$ cat src/rtl/stack_unit.sv
// stack_unit: LIFO stack for the decode stage with a sticky overflow/underflow fault FSM
// Ports:
//   clk, rst_n          core clock, asynchronous active-low reset
//   StackOp, Stall      decoder stack op (10 push, 11 pop) and core stall
//   PushData            Rt value written on push
//   ErrClr              clears the fault and leaves FAULT
//   PopData, PopValid   combinational top-of-stack word on a legal pop
//   Count, Full, Empty  occupancy and its limits
//   Overflow, Underflow sticky fault causes; Fault is high while in FAULT
module stack_unit #(
  parameter int DATA_W = 32,
  parameter int DEPTH  = 16,
  localparam int CNT_W = $clog2(DEPTH + 1)
) (
  input  logic              clk,
  input  logic              rst_n,
  input  logic [1:0]        StackOp,
  input  logic              Stall,
  input  logic [DATA_W-1:0] PushData,
  input  logic              ErrClr,
  output logic [DATA_W-1:0] PopData,
  output logic              PopValid,
  output logic [CNT_W-1:0]  Count,
  output logic              Full,
  output logic              Empty,
  output logic              Overflow,
  output logic              Underflow,
  output logic              Fault
);
  typedef enum logic {NORMAL, FAULT} state_t;
  state_t state, state_n;
  logic [CNT_W-1:0] sp, sp_n, sp_dec;
  logic ovf_n, unf_n, op, push, pop, wr, rd;
  logic [DATA_W-1:0] mem [DEPTH];
  assign op     = !Stall && StackOp[1];
  assign push   = op && !StackOp[0];
  assign pop    = op && StackOp[0];
  assign sp_dec = sp - 1'b1;
  assign Count  = sp;
  assign Full   = sp == CNT_W'(DEPTH);
  assign Empty  = sp == '0;
  assign Fault  = state == FAULT;
  assign wr     = rst_n && state == NORMAL && push && !Full;
  assign rd     = rst_n && state == NORMAL && pop && !Empty;
  assign PopValid = rd;
  assign PopData  = rd ? mem[sp_dec[CNT_W-2:0]] : '0;
  always_comb begin
    state_n = state;
    sp_n    = sp;
    ovf_n   = Overflow;
    unf_n   = Underflow;
    if (state == FAULT) begin
      if (ErrClr) begin
        state_n = NORMAL;
        ovf_n   = 1'b0;
        unf_n   = 1'b0;
      end
    end else if (push) begin
      sp_n    = Full ? sp : sp + 1'b1;
      ovf_n   = Full;
      state_n = Full ? FAULT : NORMAL;
    end else if (pop) begin
      sp_n    = Empty ? sp : sp_dec;
      unf_n   = Empty;
      state_n = Empty ? FAULT : NORMAL;
    end
  end
  always_ff @(posedge clk or negedge rst_n) begin
    if (!rst_n) begin
      state     <= NORMAL;
      sp        <= '0;
      Overflow  <= 1'b0;
      Underflow <= 1'b0;
    end else begin
      state     <= state_n;
      sp        <= sp_n;
      Overflow  <= ovf_n;
      Underflow <= unf_n;
    end
  end
  always_ff @(posedge clk) begin
    if (wr) mem[sp[CNT_W-2:0]] <= PushData;
  end
endmodule

$ cat config.mk
export PLATFORM = sky130hd
export DESIGN_NAME = stack_unit
export DESIGN_NICKNAME = d
export VERILOG_FILES = /design/src/rtl/stack_unit.sv
export SDC_FILE = /design/constraint.sdc
export NUM_CORES = 1
export LEC_CHECK = 0
export ABC_AREA = 1
export BUFFER_PORTS_ARGS = -buffer_cell sky130_fd_sc_hd__buf_2
export CORE_MARGIN = 2
export CORE_UTILIZATION = 40
export DETAILED_ROUTE_END_ITERATION = 8
export GPL_TIMING_DRIVEN = 1
export PLACE_DENSITY = 0.55
export SYNTH_ARGS = -nofsm -noshare
export SYNTH_HDL_FRONTEND = slang
export SYNTH_SLANG_ARGS = --single-unit
$ cat constraint.sdc
create_clock -name clk -period 8 [get_ports clk]
set_input_delay 1.2 -clock clk [delete_from_list [all_inputs] [get_ports clk]]
set_output_delay 1.2 -clock clk [all_outputs]
set_load 0.01 [all_outputs]
==> reports/summary.txt <==
Status - completed
# IOs - 81
Fin util - 45.7%
RSZ-0062 raised after global routing - false
Final slew viol count - 0
Maximum clock path buffer count - 3
Post-Route Setup TNS - 0 ps
Synth-to-layout area growth - 12.6%
PortBufs - 80
Reg power frac - 34.9%
First-pass GRT wire length - 81500 µm
Clock-pin slew on the worst setup and hold paths - 60 ps
Clock power share - 29.3%
Max Cap Violations - 0
Pleak - 8.81 nW
DRT antenna net count - 0
DRT Pass-1 Iters - 5
H-tree depth - 2
CTS sink count - 520
CTS tree - yes
Fmax - 0.167 GHz
Syn nets - 1872
Vias post-DR - 13600
Slew margin rel. - 23.2%
1st-iter DRT viols - 1054
Combinational share of power - 35.7%
Initial antenna violation count - 2
Final hold violations - 0
Worst-margin pin slew - 1150 ps
Mapped Area - 21400 µm²
Largest net degree at the start of global routing - 108
Worst clock skew - 12.5 ps
Switching Power - 3.41 mW
Syn avg cell area - 11.7 µm²
NumNets Final - 1927
Synth Warn # - 0
Clk root buf - clkbuf_16
Sequential element share of the synthesized area - 72.7%
Final setup vio count - 0
Worst path required time - 6800 ps
Wire length per cell - 20.4 µm
# DRC - 0
Clk_lat worst skew - 600 ps
TritonCTS buffer count - 55
Syn Inst Count - 1830
Die Height - 236 µm
Vias in the first global route - 13500
Vias per inst - 5.20
Critical Path Start Type - register
Row count - 84
CP arrival - 4800 ps
Share of layout cells above drive strength 1 - 11.1%
Fin crit period - 6000 ps
Die Area - 55500 µm²
Worst-path fanout max - 83
GRT Overall Usage - 19.4%
Internal - 5.50 mW
#FFs+latches synth - 520
CTS-repair resized insts - 0
Tcrit/Tclk final - 75.0%
Grt ovf - 0
WL final - 53500 µm
Die Wd - 236 µm
Max IR drop VDD - 0.000247 V
CP Class - reg -> out
Initial cell density of the core - 40.6%
Hold bufs inserted after CTS - 0
Min-Delay Path Class - in -> async
Crit. End Element - primary output
Pwr per Cell Area - 369 nW/µm²
# Post-CTS Setup Buffers - 0
Core area - 52800 µm²
Placer Congestion - 0.738
Hold_ws - 447 ps
Sw frac - 38.2%
Netlist cell types - 24
HPWL Detailed - 26300 µm
[stage by stage]
step                power [mW]  area, µm²  worst slack (ps)  std cells
floorplan                 5.63      21400              4320       1830
finish                    8.91      24100              2000       2619
global placement          6.36      22300              2650       2516
detailed placement        6.37      22300              2610       2516
CTS                       8.99      24100              1950       2618
global route              9.46      24100              1680       2619
[synth_stat cells]
cell | instances | area (µm²)
nor2_4 | 1 | 11.3
nor2_1 | 116 | 435
o21ai_0 | 4 | 20.0
inv_2 | 2 | 7.51
or2_2 | 1 | 6.26
nand3_1 | 391 | 1960
xor2_1 | 3 | 26.3
nand4_1 | 2 | 12.5
buf_4 | 13 | 97.6
buf_2 | 62 | 310
o21ai_1 | 1 | 5.00
nand2_1 | 654 | 2450
clkbuf_1 | 4 | 15.0
a21boi_0 | 1 | 7.51
edfxtp_1 | 512 | 15400
nand3_2 | 1 | 10.0
nor3_2 | 1 | 10.0
buf_6 | 28 | 315
inv_6 | 1 | 8.76
buf_8 | 2 | 30.0
nand2_2 | 2 | 12.5
inv_1 | 16 | 60.1
ha_1 | 4 | 50.1
dfrtp_1 | 8 | 200
[power by group through the flow]
stage | clock network, mW | registers [mW] | logic [mW]
4_1_cts | 2.67 | 3.11 | 3.21
5_1_grt | 2.77 | 3.12 | 3.58
2_1_floorplan | 0 | 3.12 | 2.50
3_3_place_gp | 0 | 3.17 | 3.19
6_report | 2.61 | 3.11 | 3.18
3_5_place_dp | 0 | 3.17 | 3.20
[worst max-delay path, stage by stage, from the launching register on]
cell	delay (ps)
dfrtp_4	790
buf_4	630
buf_4	800
buf_4	790
nand2_1	140
nand3_1	130
nand3_1	90
nand3_1	120
nand2_1	70
nor2_1	250
buf_2	190
[flip-flops by register name (all words and copies together) (netlist names)]
signal and count:
Count 5, Fault 1, Overflow 1, Underflow 1
mem 512
[final cells by class]
cell class                 count  area [µm²]
clock buffer                  66        1440
sequential                   520       15600
clock inverter                36         410
timing repair buffer         107         603
fill                        4794       28600
multi-input combinational   1182        5160
tap                          688         861
antenna                        1        2.50
inverter                      19        81.3
[worst paths after layout]
| check | start | endpoint | slack, ps | cells past startpoint |
|---|---|---|---|---|
| setup reg to reg | Count[0] | mem[11][13] | 4160 | 8 |
| max in group asynchronous | rst_n | Count[0] | 7340 | 1 |
| setup / recovery | Count[0] | PopData[24] | 2000 | 10 |
| hold / removal | rst_n | Overflow | 450 | 1 |
| min in group clk | Overflow | Overflow | 530 | 2 |
| hold reg to reg | Overflow | Overflow | 530 | 2 |
[per-layer routing]
metal / wire [µm] / vias to the layer above / part of all wire, % / global-route usage [%]
met5: 16 / - / 0.030 / 0
met4: 1250 / 2 / 2.3 / 5.91
met3: 2860 / 98 / 5.3 / 2.74
met2: 26000 / 376 / 49 / 33.2
met1: 23400 / 6662 / 44 / 25.6
li1: - / 6470 / - / -
[cell families (layout without fill, tap and decap cells)]
kind of cell | count (synthesis) | count (layout) | share of synthesized area [%]
and+or+nand+nor | 1169 | 1169 | 22.9
DFF | 520 | 520 | 72.7
buffers and inverters | 128 | 228 | 3.94
AOI/OAI and AO/OA | 6 | 6 | 0.152
adders and majority gates | 4 | 4 | 0.233
xor gates and xnor gates | 3 | 3 | 0.123
other | 0 | 1 | 0
[cell usage in the layout (no fill, tap or decap), types with 2 or more instances in the layout]
cell       Yosys  layout
ha_1           4       3
buf_4         13      27
nand2_1      654     653
inv_6          1       2
o21ai_0        4       4
bufinv_16      0       9
inv_1         16      14
clkinv_2       0      10
clkbuf_1       4      10
nor2_1       116     100
inv_2          2       2
nand4_1        2       2
nor2_4         1      17
dfrtp_1        8       7
buf_2         62      80
nand2_2        2       2
clkbuf_16      0      56
edfxtp_1     512     512
xor2_1         3       3
nand3_1      391     391
clkinv_1       0      14
(Power assumes the default switching activity.)
